## src/rtl/avs_wait_gen.sv

```systemverilog
// -----------------------------------------------------------------------------
// avs_wait_gen
//
// Generates Avalon-MM waitrequest timing for a simple register slave. A
// read or write seen in IDLE starts a transfer. The slave then holds off the
// master for a configurable number of wait cycles. It can optionally also wait
// for a backend ext_ready, bounded by a timeout. Finally it drops waitrequest
// for exactly one cycle (ACK).
//
// Handshake: the master's request is sampled only in IDLE. The transfer
// completes in the single cycle where avs_waitrequest is low. Requests that
// change while a transfer is in flight are ignored. A request still high in
// the cycle after ACK starts the next transfer.
//
// Parameters
//   C_CNT_W          width of the wait/timeout counter
//   C_RD_WAIT        extra wait cycles for a read
//   C_WR_WAIT        extra wait cycles for a write
//   C_USE_EXT_READY  1: completion also needs ext_ready (or a timeout)
//   C_TIMEOUT        cycles to wait for ext_ready after the minimum wait
//
// Ports
//   sys_clk          clock, rising edge
//   sys_rst          asynchronous active-high reset
//   avs_read         Avalon-MM read request
//   avs_write        Avalon-MM write request
//   ext_ready        backend completion (ignored when C_USE_EXT_READY=0)
//   avs_waitrequest  low for exactly one cycle per transfer
//   reg_rd_stb       one-cycle pulse in the first WAIT cycle of a read
//   reg_wr_stb       one-cycle pulse in the first WAIT cycle of a write
//   access_timeout   high during an ACK cycle reached by timeout
//   dbg_state        current FSM state (0 IDLE, 1 WAIT, 2 EXT, 3 ACK)
// -----------------------------------------------------------------------------
module avs_wait_gen #(
  parameter int C_CNT_W         = 4,
  parameter int C_RD_WAIT       = 0,
  parameter int C_WR_WAIT       = 0,
  parameter int C_USE_EXT_READY = 0,
  parameter int C_TIMEOUT       = 15
) (
  input  logic       sys_clk,
  input  logic       sys_rst,
  input  logic       avs_read,
  input  logic       avs_write,
  input  logic       ext_ready,
  output logic       avs_waitrequest,
  output logic       reg_rd_stb,
  output logic       reg_wr_stb,
  output logic       access_timeout,
  output logic [1:0] dbg_state
);

  localparam int CNT_MAX = (1 << C_CNT_W) - 1;

  // Load values larger than the counter would silently truncate.
  if (C_RD_WAIT < 0 || C_RD_WAIT > CNT_MAX ||
      C_WR_WAIT < 0 || C_WR_WAIT > CNT_MAX ||
      C_TIMEOUT < 0 || C_TIMEOUT > CNT_MAX) begin : g_cfg_err
    $error("avs_wait_gen: wait/timeout parameter does not fit in C_CNT_W bits");
  end

  localparam logic [C_CNT_W-1:0] RD_LD = C_CNT_W'(C_RD_WAIT);
  localparam logic [C_CNT_W-1:0] WR_LD = C_CNT_W'(C_WR_WAIT);
  localparam logic [C_CNT_W-1:0] TO_LD = C_CNT_W'(C_TIMEOUT);
  localparam bit USE_EXT = (C_USE_EXT_READY != 0);

  typedef enum logic [1:0] {
    S_IDLE = 2'd0,
    S_WAIT = 2'd1,
    S_EXT  = 2'd2,
    S_ACK  = 2'd3
  } state_t;

  state_t               state_q, state_d;
  logic [C_CNT_W-1:0]   cnt_q, cnt_d;
  logic                 rd_stb_q, rd_stb_d;
  logic                 wr_stb_q, wr_stb_d;
  logic                 tout_q, tout_d;

  always_ff @(posedge sys_clk or posedge sys_rst) begin
    if (sys_rst) begin
      state_q  <= S_IDLE;
      cnt_q    <= '0;
      rd_stb_q <= 1'b0;
      wr_stb_q <= 1'b0;
      tout_q   <= 1'b0;
    end else begin
      state_q  <= state_d;
      cnt_q    <= cnt_d;
      rd_stb_q <= rd_stb_d;
      wr_stb_q <= wr_stb_d;
      tout_q   <= tout_d;
    end
  end

  // Strobe and timeout flags are computed one cycle ahead. They then land
  // in the first WAIT cycle and in the ACK cycle respectively.
  always_comb begin
    state_d  = state_q;
    cnt_d    = cnt_q;
    rd_stb_d = 1'b0;
    wr_stb_d = 1'b0;
    tout_d   = 1'b0;
    case (state_q)
      S_IDLE: begin
        if (avs_read) begin
          // A read wins when both requests are high.
          state_d  = S_WAIT;
          cnt_d    = RD_LD;
          rd_stb_d = 1'b1;
        end else if (avs_write) begin
          state_d  = S_WAIT;
          cnt_d    = WR_LD;
          wr_stb_d = 1'b1;
        end
      end
      S_WAIT: begin
        if (cnt_q != '0) begin
          cnt_d = cnt_q - 1'b1;
        end else if (USE_EXT) begin
          state_d = S_EXT;
          cnt_d   = TO_LD;
        end else begin
          state_d = S_ACK;
        end
      end
      S_EXT: begin
        if (ext_ready) begin
          state_d = S_ACK;
        end else if (cnt_q == '0) begin
          state_d = S_ACK;
          tout_d  = 1'b1;
        end else begin
          cnt_d = cnt_q - 1'b1;
        end
      end
      S_ACK: begin
        state_d = S_IDLE;
      end
      default: begin
        state_d = S_IDLE;
        cnt_d   = '0;
      end
    endcase
  end

  // Decoded purely from registered state: no input-to-output path.
  assign avs_waitrequest = (state_q != S_ACK);
  assign reg_rd_stb      = rd_stb_q;
  assign reg_wr_stb      = wr_stb_q;
  assign access_timeout  = tout_q;
  assign dbg_state       = state_q;

endmodule

```

## config.mk

```make
export PLATFORM = sky130hd
export DESIGN_NAME = avs_wait_gen
export DESIGN_NICKNAME = d
export VERILOG_FILES = /design/src/rtl/avs_wait_gen.sv
export SDC_FILE = /design/constraint.sdc
export NUM_CORES = 1
export LEC_CHECK = 0
export ABC_AREA = 1
export CAP_MARGIN = 20
export CORE_AREA = 2 2 39 41
export DETAILED_ROUTE_END_ITERATION = 10
export DIE_AREA = 0 0 41 43
export HOLD_SLACK_MARGIN = 0.03
export PLACE_DENSITY = 0.82
export SLEW_MARGIN = 15
export SYNTH_ARGS = -nofsm -noshare
export SYNTH_HDL_FRONTEND = slang
export SYNTH_SLANG_ARGS = --single-unit
```

## constraint.sdc

```tcl
create_clock -name sys_clk -period 1.5 [get_ports sys_clk]
set_clock_uncertainty 0.1 [all_clocks]
set_input_delay 0.225 -clock sys_clk [delete_from_list [all_inputs] [get_ports sys_clk]]
set_output_delay 0.225 -clock sys_clk [all_outputs]
set_load 0.02 [all_outputs]
```

==> Flow_metrics.wiki, run 1 <==
{| class="wikitable"
! Metric !! Value
|-
| Result of the run || finished clean
|-
| Source-to-sink clock delay at the later pin of the worst-skew pair || 0.26 ns
|-
| Layout cells sized above 1 || 29.79%
|-
| Sequential area share after synthesis || 37.42%
|-
| Hold-fix buffers at CTS || 0
|-
| Half-perimeter wire length after detailed placement || 828.5 µm
|-
| Worst Reg2Reg Path Length in Cells || 8
|-
| Synth Area in Adders || 14.55%
|-
| Share of total power consumed by net switching || 47.13%
|-
| Die Width || 41 µm
|-
| Final routed wire length divided by cell count || 10.05 µm
|-
| Vias in the first global route || 468
|-
| Peak supply drop || 1118 µV
|-
| DP Area || 753.2 µm²
|-
| Share of the synthesized netlist area taken by xor and xnor gates || 1.455%
|-
| Net count after synthesis || 87
|-
| Mean Syn Cell Area || 8.024 µm²
|-
| Initial detailed-routing violation count || 3
|-
| Number of antenna diodes || 0
|-
| Clock Tree Buf Depth || 2
|-
| Antenna violations before repair || 0
|-
| Number of antenna-violating nets in the routed design || 0
|-
| Leading register cell type out of synthesis || dfrtp_1
|-
| Unrepaired setup endpoints after global routing || no
|-
| Internal power component || 0.9456 mW
|-
| Worst Tran Pin Value || 0.3584 ns
|-
| Number of I/O pins || 11
|-
| Met1 track utilization from global routing || 19.08%
|-
| Net load switching power || 0.8431 mW
|-
| Combinational family with the most area after synthesis || simple AND/OR/NAND/NOR gates
|-
| Initial core utilization || 43.49%
|-
| Cell leakage power || 0.4462 nW
|-
| Gp weighted congestion || 0.8464
|-
| Reg-to-Reg Start || dbg_state[0]
|-
| Maximum level of the CTS H-tree || 1
|-
| Highest net fanout along the worst path || 5
|-
| Wirelength, routed || 1.105 mm
|-
| Unique cell type count in the Yosys netlist || 17
|-
| Final design instance area without fill || 812.0 µm²
|-
| First-pass DRT Iterations || 4
|-
| Worst hold path type || input port to async pin
|-
| Endpoint of the worst register-to-register path || cnt_q[2]
|-
| Cts bufs inserted || 3
|-
| Core occupancy in the finished layout || 58.68%
|-
| Synthesized cell area || 601.8 µm²
|-
| Share of power burned in registers || 22.3%
|-
| Die ar. || 0.001763 mm²
|-
| Net total in the final layout || 107
|-
| Vias || 510
|-
| Buffer type at the clock tree root || clkbuf_4
|-
| Final worst setup slack || 0.04119 ns
|-
| Share of power burned in the clock network || 10.4%
|-
| Classification of the worst setup path || flop to output port
|-
| Post-synth ARST share || 100.0%
|-
| Post-synthesis to final-layout area growth || 34.93%
|-
| Gate Count Post-Synth || 75
|-
| Number of remaining DRC errors || 0
|-
| Startpoint type of the worst setup path || flop
|-
| Post-synth EDFFs || 0
|-
| Vias per std cell || 4.636
|-
| # rows || 14
|-
| Crit path capture type || output port
|-
| Arrival time reported for the critical path endpoint || 1.13 ns
|-
| Reg2reg setup slack || 0.09 ns
|-
| Final max-slew violation count || 0
|-
| Comb pwr share || 67.3%
|-
| Global router's overall resource usage || 15.77%
|-
| Die Ht || 43 µm
|-
| TritonCTS clock tree || built
|-
| Post-Place Worst Slack || -0.04865 ns
|-
| Areal power density over the cells || 2203 mW/mm²
|-
| Post-synthesis sequential element count || 9
|-
| Maximum number of pins on one net before global-route repair || 10
|-
| Relative max-transition margin || 76.08%
|-
| First-pass GRT wire length || 1.842 mm
|-
| Maximum operating frequency || 0.6855 GHz
|-
| Number of clock sinks seen by CTS || 9
|-
| Area of the core || 0.001384 mm²
|-
| Final number of setup-violating endpoints || 0
|-
| Met2 Use GR || 23.13%
|-
| Basic-gate share of the synthesized area counting and, or, nand and nor cells || 34.51%
|-
| Number of max-cap violations || 0
|-
| Number of failing hold endpoints at the final stage || 0
|-
| Data required time at the worst endpoint || 1.17 ns
|-
| Top Usage Layer GRT || met2
|-
| Overflow left after global routing || 0
|-
| Filler Cells Inserted || 129
|-
| PortBufs || 10
|-
| Post-layout min period || 1.459 ns
|-
| Fraction of the cycle the final worst path needs || 97.25%
|-
| Routing usage on met3 || 9.424%
|-
| Proportion of synthesized area in mux cells || 0%
|-
| Clock slew at reported path FFs || 0.06 ns
|-
| YS warnings || 0
|-
| Fraction of the mapped netlist area in compound gates || 3.326%
|}
==> how the worst max path moves through the flow <==
stage	start	endpoint	slack [ns]	depth (start not counted)
floorplan	dbg_state[1]	cnt_q[3]	0.003	8
global placement	dbg_state[0]	avs_waitrequest	-0.04	3
detailed placement	dbg_state[0]	avs_waitrequest	-0.05	3
CTS	dbg_state[0]	avs_waitrequest	0.002	3
global route	dbg_state[0]	dbg_state[0]	0.003	9
finish	dbg_state[0]	dbg_state[0]	0.04	2
==> state kept, by name (all words and copies together), names as in the netlist <==
register	count
cnt_q	4
dbg_state	2
access_timeout	1
reg_rd_stb	1
reg_wr_stb	1
==> cells in the mapped netlist (3+ instances only) <==
cell type / count / share of area (%)
nand2_2: 3 / 3.1
nand2_1: 17 / 11
nor2_1: 8 / 5.0
nand2_4: 3 / 5.6
nand3_1: 4 / 3.3
o21ai_1: 3 / 2.5
dfrtp_1: 9 / 37
inv_1: 13 / 8.1
ha_1: 7 / 15
==> through the flow <==
| stage | power (mW) | TNS [ns] | hold slack, ns | cells |
|---|---|---|---|---|
| floorplan | 1.211 | 0 | -0.04715 | 75 |
| global placement | 1.509 | -0.04050 | 0.3568 | 105 |
| detailed placement | 1.529 | -0.04865 | 0.3656 | 105 |
| CTS | 1.698 | 0 | 0.1363 | 109 |
| global route | 1.981 | 0 | 0.1818 | 110 |
| finish | 1.789 | 0 | 0.1295 | 110 |
==> power groups by stage <==
stage | Sequential [mW] | Combinational [mW] | Clock (mW)
CTS | 0.397 | 1.10 | 0.200
floorplan | 0.469 | 0.742 | 0
detailed placement | 0.402 | 1.13 | 0
finish | 0.399 | 1.20 | 0.187
global route | 0.412 | 1.36 | 0.210
global placement | 0.400 | 1.11 | 0
==> layer usage <==
metal,vias up,routed length (µm)
li1,264,-
met1,235,471
met2,11,560
met3,0,73
met4,0,0
met5,-,0
==> cell families (layout without fill, tap and decap cells) <==
family,after synthesis,count (layout)
adders and majority gates,7,7
buffers and inverters,14,33
AOI/OAI and AO/OA,4,4
and+or+nand+nor,40,40
DFF,9,9
xor gates and xnor gates,1,1
==> placed cells by master (no fill, tap or decap), types with 2 or more instances in the layout <==
cell type	count
nand2_2	4
dlygate4sd2_1	5
nand2_4	3
dfrtp_1	8
nor2_1	8
ha_4	2
inv_2	4
inv_1	9
nand2_1	16
nand3_1	4
o21ai_1	3
clkdlybuf4s50_1	4
clkbuf_4	3
buf_4	4
ha_1	4
==> worst max-delay path: stages (launching register included) <==
cell and delay (ns):
dfrtp_2 0.40, buf_4 0.16, dlygate4sd2_1 0.32
==> repair_timing <==
item / in CTS / in global routing
endpoints found under the setup margin: 6 / 7
pin swaps: 0 / 4
gates resized for setup: 8 / 13
buffers inserted: 0 / 1
gates cloned: 0 / 0
==> area by class of cell <==
| cell class | instances | area (µm²) | share of cell area (%) |
|---|---|---|---|
| inverters | 14 | 55.05 | 6.780 |
| multi-input cells | 52 | 354.1 | 43.61 |
| well taps | 16 | 20.02 | 2.465 |
| repair buffers | 15 | 130.1 | 16.02 |
| clock buffers | 4 | 26.28 | 3.236 |
| flip-flops and latches | 9 | 226.5 | 27.89 |
Note: power is estimated with default switching activity, not from simulation.
==> run 2: changes to the inputs <==
--- a/config.mk
+++ b/config.mk
@@ -5,14 +5,13 @@
 export SDC_FILE = /design/constraint.sdc
 export NUM_CORES = 1
 export LEC_CHECK = 0
-export ABC_AREA = 1
+export ABC_AREA = 0
 export CAP_MARGIN = 20
 export CORE_AREA = 2 2 39 41
 export DETAILED_ROUTE_END_ITERATION = 10
 export DIE_AREA = 0 0 41 43
 export HOLD_SLACK_MARGIN = 0.03
-export PLACE_DENSITY = 0.82
-export SLEW_MARGIN = 15
+export PLACE_DENSITY = 0.77
 export SYNTH_ARGS = -nofsm -noshare
 export SYNTH_HDL_FRONTEND = slang
 export SYNTH_SLANG_ARGS = --single-unit
==> constraint.sdc (replaced) <==
create_clock -name sys_clk -period 1.35 [get_ports sys_clk]
set_clock_uncertainty 0.1 [all_clocks]
set_input_delay 0.2025 -clock sys_clk [delete_from_list [all_inputs] [get_ports sys_clk]]
set_output_delay 0.2025 -clock sys_clk [all_outputs]
set_load 0.02 [all_outputs]
==> Flow_metrics.wiki, run 2 <==
{| class="wikitable"
! Metric !! Value
|-
| Cell leakage power || 0.4282 nW (-4.0%)
|-
| Die ar. || 0.001763 mm² (unchanged)
|-
| Half-perimeter wire length after detailed placement || 790.9 µm (-4.5%)
|-
| PortBufs || 10 (unchanged)
|-
| Maximum level of the CTS H-tree || 1 (unchanged)
|-
| Clock Tree Buf Depth || 2 (unchanged)
|-
| Clock slew at reported path FFs || 0.07 ns (about the same)
|-
| Gate Count Post-Synth || 49 (-35%)
|-
| Synthesized cell area || 539.3 µm² (-10%)
|-
| Post-layout min period || 1.570 ns
|-
| Number of antenna diodes || 0 (unchanged)
|-
| Wirelength, routed || 1.043 mm (-5.6%)
|-
| Net count after synthesis || 61 (-30%)
|-
| Post-synth ARST share || 100.0% (unchanged)
|-
| Fraction of the cycle the final worst path needs || 116.3%
|-
| Global router's overall resource usage || 16.78% (+1.0 points)
|-
| Share of the synthesized area in the top cell type || 41.76% (+4.3 points)
|-
| Leading register cell type out of synthesis || dfrtp_1
|-
| Worst Tran Pin Value || 0.3659 ns (+0.007470 ns)
|-
| Hold-fix buffers at CTS || 0 (unchanged)
|-
| Critical path launch point || dbg_state[0]
|-
| Core occupancy in the finished layout || 60.13% (+1.4 points)
|-
| Number of max-cap violations || 0 (unchanged)
|-
| Filler Cells Inserted || 114 (-12%)
|-
| Initial detailed-routing violation count || 8 (+5)
|-
| Highest net fanout along the worst path || 4 (-1)
|-
| Final number of setup-violating endpoints || 9 (+9)
|-
| # rows || 14 (unchanged)
|-
| Register ranked first by flip-flop count || cnt_q
|-
| Antenna violations before repair || 0 (unchanged)
|-
| Critical path, cell by cell || buf_4 > ha_2 > a211o_1 > o21bai_4 > mux2i_1
|-
| Most common cell in the netlist || dfrtp_1
|-
| Number of I/O pins || 11 (unchanged)
|-
| Die Ht || 43 µm (unchanged)
|-
| Worst Reg2Reg Path Length in Cells || 5 (-3)
|-
| Final max-slew violation count || 0 (unchanged)
|-
| Maximum operating frequency || 0.6369 GHz
|-
| Mean Syn Cell Area || 11.01 µm² (+37%)
|-
| Violated checks || setup timing
|-
| Synth top cells by count || 9 x dfrtp_1, 7 x ha_1, 7 x inv_1, 3 x mux2i_1, 3 x nand2_1
|-
| Cell taking the most area after synthesis || dfrtp_1
|-
| Final worst setup slack || -0.2200 ns (-0.2612 ns)
|-
| Cell family with most CP delay || compound AO/OA/AOI/OAI gates
|-
| Leading cell type in the layout, fill and taps excluded || buf_4
|-
| Reg2reg setup slack || -0.22 ns (-0.31 ns)
|-
| Area used by multi-input combinational logic || 319.1 µm² (-9.9%)
|-
| Overflow left after global routing || 0 (unchanged)
|-
| Worst hold path type || input port to async pin
|-
| Largest register FFs || 4 (unchanged)
|-
| Post-synthesis sequential element count || 9 (unchanged)
|-
| Unique cell type count in the Yosys netlist || 22 (+5)
|-
| Most frequent cells in the layout || 18 x buf_4, 7 x dfrtp_1, 5 x inv_2
|-
| Source-to-sink clock delay at the later pin of the worst-skew pair || 0.26 ns (about the same)
|-
| Post-synthesis to final-layout area growth || 54.29%
|-
| Classification of the worst setup path || flop to flop
|-
| Buffer type at the clock tree root || clkbuf_4
|-
| Number of remaining DRC errors || 0 (unchanged)
|-
| Crit path largest cell delay || 0.43 ns (+0.03 ns)
|-
| Ranking of synthesized cells by area || dfrtp_1 42%, ha_1 16%, mux2i_1 5.6%
|-
| Total Negative Setup Slacks || -1.390 ns (-1.390 ns)
|-
| Net total in the final layout || 92 (-14%)
|-
| Number of clock sinks seen by CTS || 9 (unchanged)
|-
| TritonCTS clock tree || built
|-
| Vias per std cell || 4.684 (+1.0%)
|-
| Final routed wire length divided by cell count || 10.98 µm (+9.3%)
|-
| Post-synth EDFFs || 0 (unchanged)
|-
| First-pass GRT wire length || 1.890 mm (+2.6%)
|-
| Areal power density over the cells || 2502 mW/mm² (+14%)
|-
| YS warnings || 0 (unchanged)
|-
| Layout cells sized above 1 || 51.90% (+22 points)
|-
| Result of the run || complete, but fails checks
|-
| Buffers & Inverters on Critical Path || 1 (-1)
|-
| Initial core utilization || 38.97% (-4.5 points)
|-
| Startpoint type of the worst setup path || flop
|-
| Seq. cell area || 227.7 µm² (+0.55%)
|-
| Die Width || 41 µm (unchanged)
|-
| Number of failing hold endpoints at the final stage || 0 (unchanged)
|-
| Unrepaired setup endpoints after global routing || yes
|-
| Cell type of the slowest stage on the worst timing path || dfrtp_2
|-
| Crit path capture type || flop
|-
| Area of the core || 0.001384 mm² (unchanged)
|-
| Number of antenna-violating nets in the routed design || 0 (unchanged)
|-
| Cts bufs inserted || 3 (unchanged)
|-
| Arrival time reported for the critical path endpoint || 1.61 ns (+0.48 ns)
|-
| Vias in the first global route || 428 (-8.5%)
|-
| Reg-to-Reg Start || dbg_state[0]
|-
| Gp weighted congestion || 0.8145 (-3.8%)
|-
| First-pass DRT Iterations || 4 (unchanged)
|-
| Endpoint of the worst register-to-register path || cnt_q[1]
|-
| Data required time at the worst endpoint || 1.39 ns (+0.22 ns)
|-
| Maximum number of pins on one net before global-route repair || 10 (unchanged)
|-
| Peak supply drop || 1129 µV (+1.0%)
|-
| Relative max-transition margin || 75.58% (-0.50 points)
|-
| Vias || 445 (-13%)
|-
| Sequential area share after synthesis || 41.76% (+4.3 points)
|}
[run 2: cell families (layout without fill, tap and decap cells)]
group	Yosys count	in the layout	share of synthesized area [%]
compound gates	8	8	13.23
buf+inv	7	37	4.873
flops	9	9	41.76
simple gates	14	14	16.24
mux	4	4	7.657
fa+ha+maj	7	7	16.24
[run 2: where the power goes]
group	internal, mW	leakage (nW)	total [mW]	switching, mW
logic	0.810	0.300	1.42	0.614
clock network	0.114	0.0150	0.215	0.100
registers	0.374	0.113	0.443	0.0688
total	1.30	0.428	2.08	0.783
[run 2: per-layer routing]
layer | share of wire (%) | global-route usage, %
met1 | 46 | 20.72
met2 | 46 | 23.75
met3 | 4.2 | 4.712
met4 | 3.5 | 12.00
met5 | 0 | 0
[run 2: per-stage QoR]
stage	total power [mW]	setup slack [ns]	instance area, µm²	hold WS (ns)	instances
5_1_grt	2.302	-0.3021	832.0	0.1509	95
2_1_floorplan	1.194	-0.2932	544.3	-0.06972	49
4_1_cts	1.975	-0.2587	793.3	0.1216	92
3_3_place_gp	1.697	-0.2673	754.5	0.3887	87
6_report	2.082	-0.2200	832.0	0.1019	95
3_5_place_dp	1.727	-0.3003	754.5	0.4024	87
[run 2: timing repair]
item,CTS,global route
hold endpoints to repair,0,0
gates resized for setup,20,9
setup endpoints to repair,12,8
pin swaps,1,0
buffers inserted,1,3
[run 2: cell type report]
class                           instances  share of cell area (%)
Sequential cell                         9                   27.37
Inverter                                7                   3.158
Tap cell                               16                   2.406
Clock buffer                            4                   3.158
Multi-Input combinational cell         33                   38.35
Timing Repair Buffer                   26                   25.56
[run 2: worst register-to-register path, cell delays in order (launching register included)]
cell	delay [ns]
dfrtp_2	0.43
buf_4	0.14
ha_2	0.17
a211o_1	0.29
o21bai_4	0.20
mux2i_1	0.13
[run 2: how the worst max path moves through the flow]
stage / cells past startpoint / to / slack (ns)
2_1_floorplan: 6 / cnt_q[2] / -0.29
4_1_cts: 6 / cnt_q[1] / -0.26
3_5_place_dp: 6 / cnt_q[1] / -0.30
5_1_grt: 6 / cnt_q[0] / -0.30
6_report: 5 / cnt_q[1] / -0.22
3_3_place_gp: 5 / cnt_q[1] / -0.27
==> run 3: changes to the inputs <==
--- a/config.mk
+++ b/config.mk
@@ -7,10 +7,12 @@
 export LEC_CHECK = 0
 export ABC_AREA = 0
 export CAP_MARGIN = 20
-export CORE_AREA = 2 2 39 41
+export CORE_AREA = 4 4 41 43
 export DETAILED_ROUTE_END_ITERATION = 10
-export DIE_AREA = 0 0 41 43
+export DIE_AREA = 0 0 45 47
+export GPL_ROUTABILITY_DRIVEN = 0
 export HOLD_SLACK_MARGIN = 0.03
+export MAX_ROUTING_LAYER = met4
 export PLACE_DENSITY = 0.77
 export SYNTH_ARGS = -nofsm -noshare
 export SYNTH_HDL_FRONTEND = slang
==> Flow_metrics.wiki, run 3 (synthesis results as in run 2) <==
{| class="wikitable"
! Metric !! Value
|-
| Cts bufs inserted || 3 (unchanged)
|-
| Wirelength, routed || 1.234 mm (+18%)
|-
| Total Negative Setup Slacks || -1.765 ns (-0.3752 ns)
|-
| Crit path largest cell delay || 0.41 ns (-0.02 ns)
|-
| Initial detailed-routing violation count || 1 (-7)
|-
| Cell type of the slowest stage on the worst timing path || dfrtp_2
|-
| Startpoint type of the worst setup path || flop
|-
| Reg2reg setup slack || -0.27 ns (-0.05 ns)
|-
| Share of power burned in the clock network || 10.0% (-0.3 points)
|-
| Critical path, cell by cell || inv_2 > ha_4 > nor3b_4 > a211o_1 > o21bai_4 > mux2i_1
|-
| Die Width || 45 µm (+9.8%)
|-
| Vias per std cell || 4.811 (+2.7%)
|-
| Clock slew at reported path FFs || 0.07 ns (about the same)
|-
| Final number of setup-violating endpoints || 8 (-1)
|-
| Register ranked first by flip-flop count || cnt_q
|-
| Core occupancy in the finished layout || 64.90% (+4.8 points)
|-
| Violated checks || setup timing
|-
| First-pass DRT Iterations || 5 (+1)
|-
| Highest net fanout along the worst path || 5 (+1)
|-
| Unrepaired setup endpoints after global routing || yes
|-
| Net load switching power || 0.8384 mW (+7.1%)
|-
| Share of total power consumed by net switching || 38.88% (+1.3 points)
|-
| Maximum operating frequency || 0.6181 GHz (-3.0%)
|-
| Number of I/O pins || 11 (unchanged)
|-
| Post-Place Worst Slack || -0.3202 ns (-0.01993 ns)
|-
| Classification of the worst setup path || flop to flop
|-
| Number of remaining DRC errors || 0 (unchanged)
|-
| Share of power burned in registers || 21.0% (-0.3 points)
|-
| Largest register FFs || 4 (unchanged)
|-
| Leading cell type in the layout, fill and taps excluded || buf_4
|-
| Area of the core || 0.001301 mm² (-6.0%)
|-
| Arrival time reported for the critical path endpoint || 1.70 ns (+0.09 ns)
|-
| Net total in the final layout || 93 (+1.1%)
|-
| Global router's overall resource usage || 15.54% (-1.2 points)
|-
| Result of the run || complete, but fails checks
|-
| Relative max-transition margin || 76.04% (+0.46 points)
|-
| Final worst setup slack || -0.2678 ns (-0.04782 ns)
|-
| Comb pwr share || 69.0% (+0.6 points)
|-
| Areal power density over the cells || 2553 mW/mm² (+2.1%)
|-
| Post-synthesis to final-layout area growth || 56.61%
|-
| Clock Tree Buf Depth || 2 (unchanged)
|-
| Number of non-filler instances in the completed layout || 95 (unchanged)
|-
| First-pass GRT wire length || 2.152 mm (+14%)
|-
| Number of antenna diodes || 0 (unchanged)
|-
| Vias in the first global route || 505 (+18%)
|-
| Final max-slew violation count || 0 (unchanged)
|-
| Peak supply drop || 1520 µV (+35%)
|-
| PortBufs || 10 (unchanged)
|-
| Buffer type at the clock tree root || clkbuf_4
|-
| Die Ht || 47 µm (+9.3%)
|-
| Fraction of the cycle the final worst path needs || 119.8% (+3.5 points)
|-
| Internal power component || 1.318 mW (+1.5%)
|-
| Cell leakage power || 0.4365 nW (+1.9%)
|-
| Crit path capture type || flop
|-
| Cell Count Post-Placement || 86 (-1.1%)
|-
| Initial core utilization || 41.44% (+2.5 points)
|-
| Data required time at the worst endpoint || 1.43 ns (+0.04 ns)
|-
| Die ar. || 0.002115 mm² (+20%)
|-
| Maximum level of the CTS H-tree || 1 (unchanged)
|-
| Post-layout min period || 1.618 ns (+0.04782 ns)
|-
| Worst hold path type || input port to async pin
|-
| Number of failing hold endpoints at the final stage || 0 (unchanged)
|-
| Total design power || 2.156 mW (+3.6%)
|-
| Most frequent cells in the layout || 17 x buf_4, 7 x dfrtp_1, 4 x clkdlybuf4s50_1
|-
| Worst Tran Pin Value || 0.3591 ns (-0.006845 ns)
|-
| Number of clock sinks seen by CTS || 9 (unchanged)
|-
| Number of max-cap violations || 0 (unchanged)
|-
| Overflow left after global routing || 0 (unchanged)
|-
| Vias || 457 (+2.7%)
|-
| Final routed wire length divided by cell count || 12.99 µm (+18%)
|-
| TritonCTS clock tree || built
|-
| Source-to-sink clock delay at the later pin of the worst-skew pair || 0.27 ns (about the same)
|-
| Half-perimeter wire length after detailed placement || 823.4 µm (+4.1%)
|-
| Number of antenna-violating nets in the routed design || 0 (unchanged)
|-
| Layout cells sized above 1 || 51.25% (-0.65 points)
|-
| Maximum number of pins on one net before global-route repair || 10 (unchanged)
|-
| Antenna violations before repair || 0 (unchanged)
|-
| # rows || 13 (-1)
|}
[run 3: cell types whose count changed in the layout (fill, tap and decap cells not counted)]
cell	change
buf_2	+1
inv_2	-2
ha_2	-1
buf_6	+1
buf_4	-1
inv_4	+1
nor3b_2	+1
ha_1	+1
nor3b_1	-1
inv_1	+1
[run 3: final cells by class]
class / instances / area [µm²]
clock buffer: 4 / 26.28
sequential: 9 / 227.7
fill: 114 / 456.7
multi-input combinational: 33 / 321.6
timing repair buffer: 27 / 221.5
inverter: 7 / 28.78
tap: 15 / 18.77
[run 3: final timing paths]
kind,startpoint,end,cells after the start
worst min register to register,cnt_q[2],cnt_q[2],2
worst max-delay path,dbg_state[1],cnt_q[1],6
worst min-delay path,sys_rst,access_timeout,2
worst max register to register,dbg_state[1],cnt_q[1],6
max in group asynchronous,sys_rst,dbg_state[1],2
min in group sys_clk,cnt_q[2],cnt_q[2],2
[run 3: repair_timing]
action / CTS / global route
gates cloned: 0 / 0
hold buffers: 0 / 0
resized for setup: 22 / 7
setup buffers: 2 / 3
pin swaps: 1 / 1
setup endpoints to repair: 13 / 9
[run 3: critical path, delay by kind of cell (launching register included)]
kind	cells	cell delay (ns)
buf+inv	1	0.07
mux	1	0.18
simple gates	1	0.14
compound gates	2	0.48
flops	1	0.41
fa+ha+maj	1	0.16
[run 3: per-stage QoR]
stage / hold WS, ns / area, µm²
6_report: 0.09396 / 844.6
5_1_grt: 0.1152 / 844.6
4_1_cts: 0.1036 / 808.3
3_5_place_dp: 0.3943 / 753.2
3_3_place_gp: 0.3858 / 753.2
2_1_floorplan: -0.06972 / 544.3
[run 3: power by group through the flow]
stage                     sequential, mW  combinational [mW]  clock, mW
after floorplan                    0.501               0.692          0
after global placement             0.446                1.26          0
after detailed placement           0.458                1.27          0
after CTS                          0.452                1.37      0.223
after global routing               0.466                1.65      0.249
final                              0.453                1.49      0.216
[run 3: routing by layer]
layer	part of all wire [%]	GRT usage, %	vias up
met5	0	-	-
met1	39	14.88	211
met3	6.5	5.364	8
met2	50	26.27	16
li1	-	-	222
met4	4.1	10.53	0
